$ cat src/rtl/wordline_decoder_pkg.sv
// Shared types and helpers for the burst wordline decoder.
// Included by the decode core and the top-level decoder.
package wordline_decoder_pkg;

    typedef enum logic {IDLE, BURST} wld_state_t;

    function automatic int safe_clog2(input int v);
        return (v > 1) ? $clog2(v) : 1;
    endfunction

endpackage

$ cat src/rtl/wordline_decode_core.sv
// Combinational address-to-one-hot decoder for N wordlines.
// Addresses >= N and a low enable give an all-zero select.
module wordline_decode_core
    import wordline_decoder_pkg::*;
#(
    parameter  int N  = 8,
    localparam int AW = safe_clog2(N)
) (
    input  logic [AW-1:0] i_addr,
    input  logic          i_en,
    output logic [N-1:0]  o_onehot
);

    always_comb begin
        o_onehot = '0;
        for (int i = 0; i < N; i++) begin
            if (i_en && (i_addr == AW'(i))) begin
                o_onehot[i] = 1'b1;
            end
        end
    end

endmodule

$ cat src/rtl/burst_wordline_decoder.sv
// Handshaked burst wordline decoder: one registered one-hot select per beat,
// auto-incrementing address with optional wrap or truncation at line N-1.
module burst_wordline_decoder
    import wordline_decoder_pkg::*;
#(
    parameter  int N         = 8,
    parameter  int BURST_MAX = 8,
    localparam int AW        = safe_clog2(N),
    localparam int LW        = safe_clog2(BURST_MAX)
) (
    input  logic          clk,
    input  logic          rst,
    input  logic          req_valid,
    output logic          req_ready,
    input  logic [AW-1:0] req_addr,
    input  logic [LW-1:0] req_len,
    input  logic          req_wrap,
    output logic          out_valid,
    input  logic          out_ready,
    output logic [N-1:0]  out_onehot,
    output logic [AW-1:0] out_addr,
    output logic          out_last,
    output logic          err_range
);

    localparam int            AW1  = AW + 1;
    localparam logic [AW-1:0] LAST = AW'(N - 1);
    localparam logic [AW:0]   NV   = AW1'(N);

    wld_state_t    r_state;
    logic          r_out_valid;
    logic [N-1:0]  r_onehot;
    logic [AW-1:0] r_addr;
    logic          r_last;
    logic [LW-1:0] r_cnt;
    logic          r_wrap;
    logic          r_trunc;
    logic          r_err_rej;

    logic          w_idle;
    logic          w_addr_ok;
    logic          w_accept;
    logic          w_reject;
    logic          w_xfer;
    logic          w_step;
    logic          w_load;
    logic [AW-1:0] w_step_addr;
    logic [AW-1:0] w_nxt_addr;
    logic [LW-1:0] w_nxt_cnt;
    logic          w_nxt_wrap;
    logic          w_nxt_end;
    logic          w_nxt_last;
    logic          w_nxt_trunc;
    logic [N-1:0]  w_dec;

    assign w_idle    = (r_state == IDLE);
    assign w_addr_ok = ({1'b0, req_addr} < NV);
    assign w_accept  = w_idle & req_valid & w_addr_ok;
    assign w_reject  = w_idle & req_valid & ~w_addr_ok;
    assign w_xfer    = r_out_valid & out_ready;
    assign w_step    = ~w_idle & w_xfer & ~r_last;
    assign w_load    = w_accept | w_step;

    // Only a wrapping burst can still step from line N-1.
    assign w_step_addr = (r_addr == LAST) ? '0 : r_addr + AW'(1);

    assign w_nxt_addr = w_accept ? req_addr : w_step_addr;
    assign w_nxt_cnt  = w_accept ? req_len  : r_cnt - LW'(1);
    assign w_nxt_wrap = w_accept ? req_wrap : r_wrap;
    assign w_nxt_end  = (w_nxt_addr == LAST);

    assign w_nxt_last  = (w_nxt_cnt == '0) | (~w_nxt_wrap & w_nxt_end);
    assign w_nxt_trunc = (w_nxt_cnt != '0) & ~w_nxt_wrap & w_nxt_end;

    wordline_decode_core #(
        .N (N)
    ) u_core (
        .i_addr   (w_nxt_addr),
        .i_en     (w_load),
        .o_onehot (w_dec)
    );

    always_ff @(posedge clk) begin
        if (rst) begin
            r_state     <= IDLE;
            r_out_valid <= 1'b0;
            r_onehot    <= '0;
            r_addr      <= '0;
            r_last      <= 1'b0;
            r_cnt       <= '0;
            r_wrap      <= 1'b0;
            r_trunc     <= 1'b0;
            r_err_rej   <= 1'b0;
        end else begin
            r_err_rej <= w_reject;
            case (r_state)
                IDLE: begin
                    if (w_accept) begin
                        r_state     <= BURST;
                        r_out_valid <= 1'b1;
                    end
                end
                BURST: begin
                    if (w_xfer && r_last) begin
                        r_state     <= IDLE;
                        r_out_valid <= 1'b0;
                        r_onehot    <= '0;
                        r_last      <= 1'b0;
                        r_trunc     <= 1'b0;
                    end
                end
                default: r_state <= IDLE;
            endcase
            if (w_load) begin
                r_addr   <= w_nxt_addr;
                r_onehot <= w_dec;
                r_cnt    <= w_nxt_cnt;
                r_wrap   <= w_nxt_wrap;
                r_last   <= w_nxt_last;
                r_trunc  <= w_nxt_trunc;
            end
        end
    end

    assign req_ready  = w_idle;
    assign out_valid  = r_out_valid;
    assign out_onehot = r_onehot;
    assign out_addr   = r_addr;
    assign out_last   = r_last;
    // Truncation error fires only in the cycle the cut-off beat is taken.
    assign err_range  = r_err_rej | (w_xfer & r_trunc);

endmodule

$ cat config.mk
export PLATFORM = sky130hd
export DESIGN_NAME = burst_wordline_decoder
export DESIGN_NICKNAME = d
export VERILOG_FILES = /design/src/rtl/wordline_decoder_pkg.sv /design/src/rtl/wordline_decode_core.sv /design/src/rtl/burst_wordline_decoder.sv
export SDC_FILE = /design/constraint.sdc
export NUM_CORES = 1
export LEC_CHECK = 0
export BUFFER_PORTS_ARGS = -buffer_cell sky130_fd_sc_hd__buf_4
export CAP_MARGIN = 40
export CELL_PAD_IN_SITES_DETAIL_PLACEMENT = 1
export CELL_PAD_IN_SITES_GLOBAL_PLACEMENT = 1
export CORE_UTILIZATION = 37
export CTS_CLUSTER_DIAMETER = 200
export DETAILED_ROUTE_END_ITERATION = 7
export HOLD_SLACK_MARGIN = 0.12
export MAX_ROUTING_LAYER = met4
export PLACE_DENSITY = 0.85
export SETUP_SLACK_MARGIN = 0.1
export SYNTH_ARGS = -nofsm -noshare
export SYNTH_HDL_FRONTEND = slang
export SYNTH_SLANG_ARGS = --single-unit
$ cat constraint.sdc
create_clock -name clk -period 1.96 [get_ports clk]
set_input_delay 0.098 -clock clk [delete_from_list [all_inputs] [get_ports clk]]
set_output_delay 0.098 -clock clk [all_outputs]
set_load 0.005 [all_outputs]
==> results.json <==
{
  "outcome": "finished clean",
  "syn_inst": 101,
  "coreArea_um2": 2300,
  "finalHoldViolCount": 0,
  "cts_tree": "built",
  "drt-total-wl_um": 2530,
  "r2r_end": "r_cnt[0]",
  "worstPathMaxFanout": 7,
  "cts_buffers": 3,
  "cp.required_ns": 2.21,
  "synth_largest_area_cell": "dfxtp_1",
  "ys_seq_elements": 19,
  "syn_avg_cell_area_um2": 9.20,
  "clk_latency_ns": 0.31,
  "synth_compound_area_frac": 0.175,
  "final_common_cell": "buf_4",
  "max_slew_margin": 0.643,
  "report.final.slew_viol_count": 0,
  "rsz0062_at_grt": "no",
  "die_w_um": 52.1,
  "yosys_warnings": 0,
  "synth_mux_area_frac": 0.0659,
  "routed-via-count": 856,
  "crit_path_start_kind": "register",
  "first_global_vias": 880,
  "grt_remaining_overflow": 0,
  "r2r_setup_slack_ns": 0.22,
  "detail_route.wl_per_cell_um": 16.0,
  "fin_crit_sh": 0.889,
  "diodes": 0,
  "via_per_inst": 5.42,
  "rr_startpoint": "out_valid",
  "clock-root-buffer": "clkbuf_4",
  "die_height_um": 52.1,
  "grt_pass1_wl_um": 4130,
  "powerDensity_nw_per_um2": 729,
  "grt_usage": 0.217,
  "htreeDepth": 1,
  "gp_congestion": 0.774,
  "hold_ws_ns": 0.143,
  "max_stage_delay_ns": 0.57,
  "ant_nets": 0,
  "cts.clk_slew.worst_paths_ns": 0.11,
  "synthAdderAreaFrac": 0.0404,
  "antenna_found_initial": 0,
  "cp-startpoint": "out_valid",
  "pin_count": 26,
  "p_leak_nw": 0.507,
  "yosys.area_share.simple": 0.229,
  "portBuffers": 25,
  "drv_cap": 0,
  "final.setup.worst_slack_ns": 0.218,
  "synth_cell_type_count": 36,
  "dpl.hpwl_um": 1840,
  "synth_top_area_share": 0.409,
  "fin_nets": 145,
  "worst-slew-pin-transition_ns": 0.534,
  "ir_drop_v": 0.000407,
  "setup_viol": 0,
  "die-area_um2": 2720,
  "yosysSeqAreaShare": 0.409,
  "worstPathArrival_ns": 1.99,
  "crit_path_end_kind": "register",
  "clockBufferDepth": 2,
  "grt_max_degree": 21,
  "yosys.area_share.xor_xnor": 0.0283,
  "synth_nets": 115,
  "r2r_cells": 4,
  "layout_common_cells": "buf_4, nor2_1, dfxtp_1",
  "setup_tns_ns": 0,
  "synth-async-reset-ratio": 0,
  "rows": 17,
  "fin_crit_ns": 1.74,
  "area_growth_syn_to_layout_pct": 28.4,
  "hp-class": "in2reg",
  "initial_core_util": 0.405,
  "synth_edf_count": 0,
  "crit_path_cell_trace": "and4b_1 -> xnor2_1 -> a211oi_1 -> dlygate4sd3_1",
  "clock-sinks": 19,
  "synth.top_cells.by_area": "dfxtp_1, nor2_1, a22oi_1",
  "crit_path_top_delay_cell": "dlygate4sd3_1",
  "dr.pass1.iters": 4,
  "drt_iter0_markers": 19,
  "skew_ns": 0.0114,
  "crit_end": "r_cnt[0]",
  "synth_top_family_by_area": "simple AND/OR/NAND/NOR gates",
  "ys_dominant_reg_cell": "dfxtp_1",
  "crit_type": "reg2reg",
  "netlist_area_um2": 930,
  "post_cts_buffers": 0,
  "remaining_drc_errors": 0,
  "drive_gt1_frac": 0.300,
  "max_freq_mhz": 574,
  "place_ws_ns": 0.352
}
-- per-layer routing --
layer / vias up / share of wire / GRT usage
li1: 415 / - / -
met1: 414 / 0.44 / 0.258
met2: 23 / 0.51 / 0.365
met3: 4 / 0.034 / 0.0263
met4: 0 / 0.015 / 0.0946
met5: - / 0 / -
-- through the flow --
| step | cells | utilization | area (um2) | power (mW) |
|---|---|---|---|---|
| global route | 158 | 0.520 | 1190 | 0.916 |
| finish | 158 | 0.520 | 1190 | 0.871 |
| floorplan | 101 | - | 930 | 0.585 |
| global placement | 149 | 0.485 | 1110 | 0.649 |
| CTS | 158 | 0.519 | 1190 | 0.872 |
| detailed placement | 149 | 0.485 | 1110 | 0.660 |
-- critical path, delay by kind of cell, from the launching register on --
family,cells,cell delay [ns]
AO/OA/AOI/OAI,1,0.24
XOR/XNOR,1,0.11
buffers and inverters,1,0.57
flip-flops,1,0.45
AND/OR/NAND/NOR,1,0.32
-- worst min path at each step --
stage                    start       to  slack, ns  depth (start not counted)
finish              req_len[1]  r_trunc       0.14                          3
global route        req_len[1]  r_trunc       0.14                          3
CTS                 req_len[1]  r_trunc       0.13                          3
detailed placement    req_wrap   r_wrap       0.39                          3
global placement      req_wrap   r_wrap       0.37                          3
floorplan             req_wrap   r_wrap       0.23                          2
-- area by class of cell --
type / count / area (um2)
sequential: 19 / 382
tap: 28 / 35.0
inverter: 3 / 11.3
multi-input combinational: 74 / 500
timing repair buffer: 30 / 238
fill: 298 / 1100
clock inverter: 1 / 5.00
clock buffer: 3 / 22.5
-- report_power, final --
group	total (mW)	internal, mW	switching, mW
registers	0.439	0.413	0.0254
logic	0.226	0.111	0.115
clock network	0.206	0.0762	0.130
total	0.871	0.600	0.270
-- logic make-up after synthesis --
| logic type | count (synthesis) |
|---|---|
| xor+xnor | 3 |
| buf+inv | 8 |
| compound gates | 23 |
| flops | 19 |
| mux | 4 |
| fa+ha+maj | 3 |
| simple gates | 41 |
-- state kept, by name (all words and copies together), names as in the netlist --
signal and flops:
out_addr 3, out_last 1, out_onehot 8, out_valid 1, r_cnt 3, r_state 1, r_trunc 1, r_wrap 1
-- Yosys cell counts, drive strengths merged, types with 2 or more instances --
cell and count:
nor2 20, dfxtp 19, a22oi 9, nand2 7
a211oi 4, a21oi 4, buf 4, and2 3
ha 3, inv 3, mux2i 3, nand3 3
o21ai 2, xnor2 2
-- what timing repair did --
item | 4_1_cts | 5_1_grt
setup endpoints to repair | 0 | 1
endpoints found under the hold margin | 12 | 0
resized for setup | 0 | 1
hold buffers | 5 | 0
(Power assumes the default switching activity.)
